### config.mk
export PLATFORM = sky130hd
export DESIGN_NAME = trd_sched
export DESIGN_NICKNAME = d
export VERILOG_FILES = /design/src/rtl/trd_sched.sv
export SDC_FILE = /design/constraint.sdc
export NUM_CORES = 1
export LEC_CHECK = 0
export BUFFER_PORTS_ARGS = -buffer_cell sky130_fd_sc_hd__buf_2
export CORE_MARGIN = 1.5
export CORE_UTILIZATION = 35
export CTS_CLUSTER_DIAMETER = 40
export CTS_CLUSTER_SIZE = 10
export DETAILED_ROUTE_END_ITERATION = 10
export GPL_TIMING_DRIVEN = 0
export PLACE_DENSITY_LB_ADDON = 0.08
export SLEW_MARGIN = 20
export SYNTH_ARGS = -nofsm -noshare
export SYNTH_HDL_FRONTEND = slang
export SYNTH_SLANG_ARGS = --single-unit
### constraint.sdc
create_clock -name clk -period 13.6 [get_ports clk]
set_clock_uncertainty 0.2 [all_clocks]
set_input_delay 0 -clock clk [delete_from_list [all_inputs] [get_ports clk]]
set_output_delay 0 -clock clk [all_outputs]
set_load 0.05 [all_outputs]
### src/rtl/trd_sched.sv
// -----------------------------------------------------------------------------
// trd_sched
//
// Purpose:
//   This block holds the per-thread PC register file and the round-robin fetch
//   scheduler for the 8-thread core. It keeps the eight architectural PCs and
//   applies the PC selector's nxt_pc_* / pc_wr updates. It tracks which threads
//   are blocked on an outstanding I- or D-miss. Each cycle it presents the next
//   ready thread and that thread's PC to fetch.
//
// Ports:
//   clk             - single clock
//   rst             - synchronous, active-high reset
//   nxt_pc_0..7     - next-PC value for each thread
//   pc_wr[7:0]      - per-thread PC write enable
//   stall           - freezes thread selection
//   i_miss/_trd     - I-cache miss for a thread (blocks it)
//   d_miss/_trd     - D-cache miss for a thread (blocks it)
//   miss_done/_trd  - refill complete (unblocks that thread)
//   trd_en[7:0]     - thread enable mask
//   cur_trd[2:0]    - thread selected for fetch
//   cur_pc[31:0]    - PC of cur_trd
//   i_rd            - fetch valid
//   trd_blk[7:0]    - registered blocked-thread mask
// -----------------------------------------------------------------------------
module trd_sched #(
    parameter int          NUM_TRD  = 8,
    parameter logic [31:0] START_PC = 32'h0001_0100
) (
    input  logic               clk,
    input  logic               rst,
    input  logic [31:0]        nxt_pc_0,
    input  logic [31:0]        nxt_pc_1,
    input  logic [31:0]        nxt_pc_2,
    input  logic [31:0]        nxt_pc_3,
    input  logic [31:0]        nxt_pc_4,
    input  logic [31:0]        nxt_pc_5,
    input  logic [31:0]        nxt_pc_6,
    input  logic [31:0]        nxt_pc_7,
    input  logic [NUM_TRD-1:0] pc_wr,
    input  logic               stall,
    input  logic               i_miss,
    input  logic [2:0]         i_miss_trd,
    input  logic               d_miss,
    input  logic [2:0]         d_miss_trd,
    input  logic               miss_done,
    input  logic [2:0]         miss_done_trd,
    input  logic [NUM_TRD-1:0] trd_en,
    output logic [2:0]         cur_trd,
    output logic [31:0]        cur_pc,
    output logic               i_rd,
    output logic [NUM_TRD-1:0] trd_blk
);

    // Architectural state
    logic [31:0]        r_pc [NUM_TRD];
    logic [NUM_TRD-1:0] r_blk;
    logic [2:0]         r_cur_trd;
    logic [31:0]        r_cur_pc;
    logic               r_i_rd;
    // Set from reset until the first successful selection. While it is set
    // the search starts at thread 0 instead of cur_trd+1.
    logic               r_first;

    // Combinational helpers
    logic [31:0]        w_nxt_pc  [NUM_TRD];
    logic [31:0]        w_pc_upd  [NUM_TRD];
    logic [NUM_TRD-1:0] w_set_mask;
    logic [NUM_TRD-1:0] w_clr_mask;
    logic [NUM_TRD-1:0] w_blk_nxt;
    logic [NUM_TRD-1:0] w_rdy;
    logic [2:0]         w_origin;
    logic [2:0]         w_idx;
    logic [2:0]         w_sel;
    logic               w_found;

    assign w_nxt_pc[0] = nxt_pc_0;
    assign w_nxt_pc[1] = nxt_pc_1;
    assign w_nxt_pc[2] = nxt_pc_2;
    assign w_nxt_pc[3] = nxt_pc_3;
    assign w_nxt_pc[4] = nxt_pc_4;
    assign w_nxt_pc[5] = nxt_pc_5;
    assign w_nxt_pc[6] = nxt_pc_6;
    assign w_nxt_pc[7] = nxt_pc_7;

    // Per-thread decode of the miss/refill IDs. Each thread also gets its
    // post-write PC, which is both the next register value and the
    // same-cycle bypass value for selection.
    generate
        for (genvar gi = 0; gi < NUM_TRD; gi++) begin : g_trd
            assign w_set_mask[gi] = (i_miss && (i_miss_trd == 3'(gi))) ||
                                    (d_miss && (d_miss_trd == 3'(gi)));
            assign w_clr_mask[gi] = miss_done && (miss_done_trd == 3'(gi));
            assign w_pc_upd[gi]   = pc_wr[gi] ? w_nxt_pc[gi] : r_pc[gi];
        end
    endgenerate

    // A set wins over a clear on the same thread in the same cycle.
    assign w_blk_nxt = (r_blk & ~w_clr_mask) | w_set_mask;
    assign w_rdy     = trd_en & ~w_blk_nxt;

    // Rotating priority search: the first ready thread at or after w_origin.
    always_comb begin
        w_origin = r_first ? 3'd0 : (r_cur_trd + 3'd1);
        w_sel    = 3'd0;
        w_found  = 1'b0;
        w_idx    = 3'd0;
        for (int k = 0; k < NUM_TRD; k++) begin
            w_idx = w_origin + k[2:0];
            if (!w_found && w_rdy[w_idx]) begin
                w_sel   = w_idx;
                w_found = 1'b1;
            end
        end
    end

    // PC file: writes land regardless of stall.
    always_ff @(posedge clk) begin
        if (rst) begin
            for (int k = 0; k < NUM_TRD; k++) begin
                r_pc[k] <= START_PC;
            end
        end else begin
            for (int k = 0; k < NUM_TRD; k++) begin
                r_pc[k] <= w_pc_upd[k];
            end
        end
    end

    // Block mask
    always_ff @(posedge clk) begin
        if (rst) begin
            r_blk <= '0;
        end else begin
            r_blk <= w_blk_nxt;
        end
    end

    // Selection / fetch outputs
    always_ff @(posedge clk) begin
        if (rst) begin
            r_cur_trd <= 3'd0;
            r_cur_pc  <= START_PC;
            r_i_rd    <= 1'b0;
            r_first   <= 1'b1;
        end else if (stall) begin
            // Thread frozen, but a redirect of the current thread still lands
            // so that fetch resumes at the right address.
            if (pc_wr[r_cur_trd]) begin
                r_cur_pc <= w_nxt_pc[r_cur_trd];
            end
            r_i_rd <= r_i_rd & w_rdy[r_cur_trd];
        end else if (w_found) begin
            r_cur_trd <= w_sel;
            r_cur_pc  <= w_pc_upd[w_sel];
            r_i_rd    <= 1'b1;
            r_first   <= 1'b0;
        end else begin
            r_i_rd <= 1'b0;
        end
    end

    assign cur_trd = r_cur_trd;
    assign cur_pc  = r_cur_pc;
    assign i_rd    = r_i_rd;
    assign trd_blk = r_blk;

endmodule

Word level (Yosys, flattened, before mapping)
Memory sizes are Yosys's and may differ from the RTL's.
Index checks and enable logic that the tools add are counted.

operators by class
  multiply operators = 0
  reduce and logical (&&, ||, !) cells = 52
  muxes and demuxes = 67
  bitwise gates (word level) = 17
  eq/ne operators = 22
  shifts and indexed selects = 0
  add/sub/neg operators = 8
  order comparisons = 11
  divide/modulo/power cells = 0

operators by type and width
  kind                   number
  $mux W32               23
  $bmux W32 S3           2
  $eq A3 B3 Y1 const B   12
  $lt A3 B4 Y1 const B   9
  $logic_and A1 B1 Y1    31
  $bmux W1 S3            10
  $mux W3                9
  $mux W1                23
  $eq A3 B2 Y1 const B   6
  $and A8 B8 Y8          2
  $not A8 Y8             2
  $add A3 B3 Y3 const B  4
  $eq A3 B1 Y1 const B   3
  $logic_not A3 Y1       3
  $ge A4 B4 Y1 const B   2
  $logic_or A1 B1 Y1     8
  $not A3 Y4             2
  $or A1 B1 Y1           8
  $or A8 B8 Y8           1
  $logic_not A1 Y1       7
  $add A3 B1 Y3 const B  2
  $add A3 B2 Y3 const B  2
  $reduce_and A2 Y1      2
  $ne A2 B1 Y1 const B   1
  3 further kinds        3

word-level totals
  word-level logic and storage cells = 183
  output and inout bits = 44
  input port bits = 287
  bits in registers = 45
  latch bits = 0
  memory bits (writable) = 256
  ROM bits = 0
  memories kept = 1

memory list
  name  depth  bits a word  read ports  clocked after Yosys merged registers in  write ports  line  text
  r_pc  8      32           8           0                                        8            56    logic [31:0] r_pc [NUM_TRD];

Longest topological paths before layout
  depth after elaboration = 37
  gate-level depth with buffers = 20
  mapped depth without buffers = 15

Worst setup path after synthesis
No wires, ideal clock.

  path type = reg-to-reg
  from = register r_cur_trd[0] (netlist: cur_trd[0])
  to = register r_cur_pc[20] (netlist: cur_pc[20])
  arrival = 4.803 ns
  setup time = 0.124 ns
  path buffers = 5
  cell stages (with the launch flop) = 17
  required time = 13.276 ns
  period minus slack after synthesis = 5.127 ns
  setup slack = 8.473 ns
  cells stage by stage = dfxtp_1 clkbuf_1 or2_2 buf_2 buf_1 ha_1 inv_1 mux4_2 o21bai_1 mux4_2 or4_4 a22oi_4 buf_6 buf_6 mux2i_1 a221oi_1 a21oi_1

on the way
  word-level cells in the longest chain between the ends = 32
  elaborated cells between the ends (all ways) = 71
  classes of those cells = add/sub: 8; eq/ne: 1; mux: 44; bitwise: 2; reduce/logical: 16

ends and longest elaborated chain
  what                                                    line  text
  start, declared                                         58    logic [2:0] r_cur_trd;
  start signal, assigned                                  154   r_cur_trd <= w_sel;
  branches (longest 32 deep; another with $add A3 B1 Y3)  -
  end signal, assigned                                    150   r_cur_pc <= w_nxt_pc[r_cur_trd];
  end signal, assigned                                    155   r_cur_pc <= w_pc_upd[w_sel];
  end, declared                                           59    logic [31:0] r_cur_pc;

Parallel ways; which one is timed is not known. The select of a mux whose other input is x is not followed.
A chain may end at the register's enable or synchronous reset.

Worst setup path after layout
  from = register r_cur_trd[0] (netlist: cur_trd[0])
  to = register r_cur_pc[29] (netlist: cur_pc[29])

The elaborated chain is that of the path after synthesis.

==> run summary <==
The flow ran to the end, and the final reports show no timing, DRC or antenna violations. In the final design database the tool counted 2579 nets. During I/O placement, the number of pins put on the boundary was 331.

The worst setup path is captured at a flop. The global-route usage over all layers was 0.303. Prevailing post-synth register cell: sky130_fd_sc_hd__dfxtp_1. Routability-driven placement finished with a final weighted congestion of 0.881. The final design utilization is 0.520.

Setup repair after global routing left no endpoint under its margin. Timing analysis after detailed placement gives a worst setup slack of 7.30 ns. The worst-case IR drop observed on VDD is 0.0000975 V. The tools report the number of standard-cell rows in the floorplan as 78. In this run the worst hold path is classified as in -> reg. Leaving out fill and tap cells, the most frequent cell in the layout is sky130_fd_sc_hd__mux2i_1. The mean number of vias per cell is 5.48, and the maximum level of the CTS H-tree is 2. The number of cells on the worst hold path was 6.

The top cell types in the final layout, fill and taps aside, are sky130_fd_sc_hd__mux2i_1 (395), sky130_fd_sc_hd__buf_2 (335), sky130_fd_sc_hd__dlygate4sd3_1 (313). The finished layout holds 2937 standard cells, fillers aside. The maximum net fanout on the critical path is 11, and the async set or reset register ratio after synthesis is 0.

First-pass GRT wire length: 106 mm. The routed layout has 16100 vias. The number of instances in the placed design was 2517; the number of post-CTS setup repair buffers was 0. The slowest stage of the critical path is the sky130_fd_sc_hd__clkbuf_1 cell. The count of warnings emitted by yosys came out at 0. Clock latency on the worst-skew pair, taken at its later pin, is 0.60 ns. For hold timing, the worst endpoint is i_rd.

The leakage dissipation is 10.3 nW. The logs give 0 for the count of pins over their slew limit and 7.10 ns for the smallest setup slack after layout. The fraction of layout cells with a size suffix above 1 was 0.246.

The initial antenna violation count is 5. Buffers placed on the I/O ports in this run total 317. The number of buffers and inverters on the critical path is 6. The die is 219 um tall. On the worst path, the slowest cell contributes a delay of 0.69 ns. No sink is reached through more buffers than the 3 on the longest clock path. The count of state elements after synthesis is 301. The completed layout was analyzed and its total power is 0.00396 W.

The first detailed-routing pass took 5 iterations. Setup total negative slack on the finished layout was measured at 0 ns. The logs give 1600 for the instance count of the mapped netlist and 4191 for the number of fill cells in the layout. The run gives 0 as the number of antenna-violating nets in the routed design. The kind of cell adding the most delay to the critical path was buffers and inverters.

Entering global routing, the biggest net connects 15 pins. The tools report the clock sink total as 301. Traced cell by cell, the critical path runs through clkbuf_1 -> or2_2 -> buf_2 -> buf_1 -> ha_1 -> inv_1 -> mux4_2 -> o21bai_1 -> mux4_2 -> nor4_2 -> a21oi_1 -> o22ai_1 -> buf_2 -> and2b_1 -> clkbuf_1 -> a221oi_1 -> a21oi_1.

The cell sitting at the root of the clock tree is a sky130_fd_sc_hd__clkbuf_16. STA classifies the critical path startpoint as a flop. After detailed routing, the number of remaining DRC violations is 0. The max capacitance violation total is 0, and the required time of the worst setup path is 13.91 ns.

Measured along the x axis, the die boundary spans 219 um. The critical path arrival was 6.82 ns. In this run the most critical hold path is launched from trd_en[3]. Number of clock buffers inserted by TritonCTS: 56.

TritonCTS built the clock tree. The floorplan step defined a die boundary enclosing 47900 um2. The final count of hold timing violations was 0; the depth of the worst register-to-register path was 17.

The sequential cell area fraction in the yosys report was 0.370; the mean instance size in the synthesized netlist was 10.2 um2. The relative max-transition margin is 0.229. The setup path with the least slack is of type reg -> reg. Once detailed placement completed, the half-perimeter wirelength came to 52.0 mm. The reg-to-reg critical path startpoint was cur_trd[0].

The initial core utilization is 0.357. The tools report the destination of the worst register-to-register timing path as cur_pc[29]. In this run the standard cell core region covers 45700 um2. Setup slack on the worst reg-to-reg path comes out at 7.10 ns. The worst path in the final design needs a cycle of 6.50 ns, including I/O delays and setup. The logs give 0 for the count of cells resized by post-cts repair and 1891 for the number of nets produced by synthesis. After clock tree synthesis, the clock-pin slew on the worst setup and hold paths is 0.05 ns. The final critical-path share of the clock period was 0.478; the initial DRC count was 981. Wire length per cell after detailed routing: 25.2 um.

The power density over the cells works out to 167 nW/um2. The leftover overflow at the end of global routing was 0; the number of global-route vias before repair was 16500. From synthesis to final layout, the design area changed by 45.8%. Total standard cell area after synthesis: 16300 um2. The final number of setup-violating endpoints came out at 0.

The run gives 0.154 GHz as the top achievable clock speed. The count of flip-flops with a built-in enable after synthesis came out at 0. For the number of library cell types mapped by synthesis, the log shows 66. The slew at the pin closest to its max-slew limit came out at 1.16 ns.

The tools report the routed wire length as 74.0 mm.
[per-stage QoR]
| stage | cell area, um2 | hold WS, ns |
|---|---|---|
| after floorplan | 16300 | -0.0583 |
| after global routing | 23700 | 0.0458 |
| final | 23800 | 0.0203 |
| after global placement | 18600 | 0.0722 |
| after detailed placement | 18600 | 0.0716 |
| after CTS | 23700 | 0.000774 |
[cell type report]
| class | count | area (um2) | area share |
|---|---|---|---|
| clock inverters | 29 | 382 | 0.0161 |
| clock buffers | 74 | 1580 | 0.0665 |
| diodes | 4 | 10.0 | 0.000421 |
| well taps | 600 | 751 | 0.0316 |
| flip-flops and latches | 301 | 6030 | 0.254 |
| multi-input cells | 1151 | 9660 | 0.407 |
| plain buffers | 131 | 564 | 0.0238 |
| repair buffers | 630 | 4720 | 0.199 |
| inverters | 17 | 63.8 | 0.00269 |
[Yosys cell counts, drive strengths merged, types with 17 or more instances]
master	number	area share
mux4	80	0.11
mux2i	395	0.24
mux2	35	0.024
nor2	287	0.066
a21oi	55	0.017
a221oi	32	0.017
a22oi	32	0.016
nand2	69	0.016
clkbuf	92	0.021
dfxtp	301	0.37
buf	39	0.013
inv	17	0.0039
[logic make-up (layout without fill, tap and decap cells)]
group | Yosys count | in the layout | synth area share
muxes | 510 | 510 | 0.377
and+or+nand+nor | 434 | 434 | 0.120
DFF | 301 | 301 | 0.370
AOI/OAI and AO/OA | 199 | 199 | 0.0897
buffers and inverters | 148 | 881 | 0.0378
adders and majority gates | 4 | 4 | 0.00307
xor gates and xnor gates | 4 | 4 | 0.00215
other | 0 | 4 | 0
[registers in the layout, summed over array words and instances (netlist names)]
name     flops
r_pc       256
r_first      1
cur_trd      3
i_rd         1
trd_blk      8
cur_pc      32
[worst min-delay path, delay by kind of cell]
family / cells / cell delay, ns
compound gates: 3 / 0.30
buf+inv: 1 / 0.12
mux: 1 / 0.27
simple gates: 1 / 0.07
[how the worst max path moves through the flow]
stage / to / slack, ns / cells past startpoint / startpoint
after floorplan: cur_pc[20] / 8.47 / 16 / cur_trd[0]
after global placement: cur_pc[27] / 7.24 / 16 / cur_trd[0]
after detailed placement: cur_pc[29] / 7.30 / 16 / cur_trd[0]
after CTS: cur_pc[29] / 7.25 / 16 / cur_trd[0]
after global routing: cur_pc[7] / 6.88 / 17 / cur_trd[0]
final: cur_pc[29] / 7.10 / 17 / cur_trd[0]
[where the power goes]
part	internal, W	total, W	switching (W)
combinational	0.000597	0.00150	0.000900
clock	0.000949	0.00146	0.000508
sequential	0.000968	0.00101	0.0000424
total	0.00251	0.00396	0.00145
[timing repair]
action | in CTS | in global routing
hold buffers | 313 | 0
endpoints found under the hold margin | 301 | 0
setup endpoints to repair | 0 | 0
[routing by layer]
| metal | up-vias | part of all wire | global-route usage |
|---|---|---|---|
| met1 | 7952 | 0.42 | 0.379 |
| met5 | - | 0.00034 | 0 |
| met4 | 4 | 0.039 | 0.134 |
| li1 | 7305 | - | - |
| met3 | 169 | 0.067 | 0.0579 |
| met2 | 678 | 0.48 | 0.506 |
Note: power is estimated with default switching activity, not from simulation.
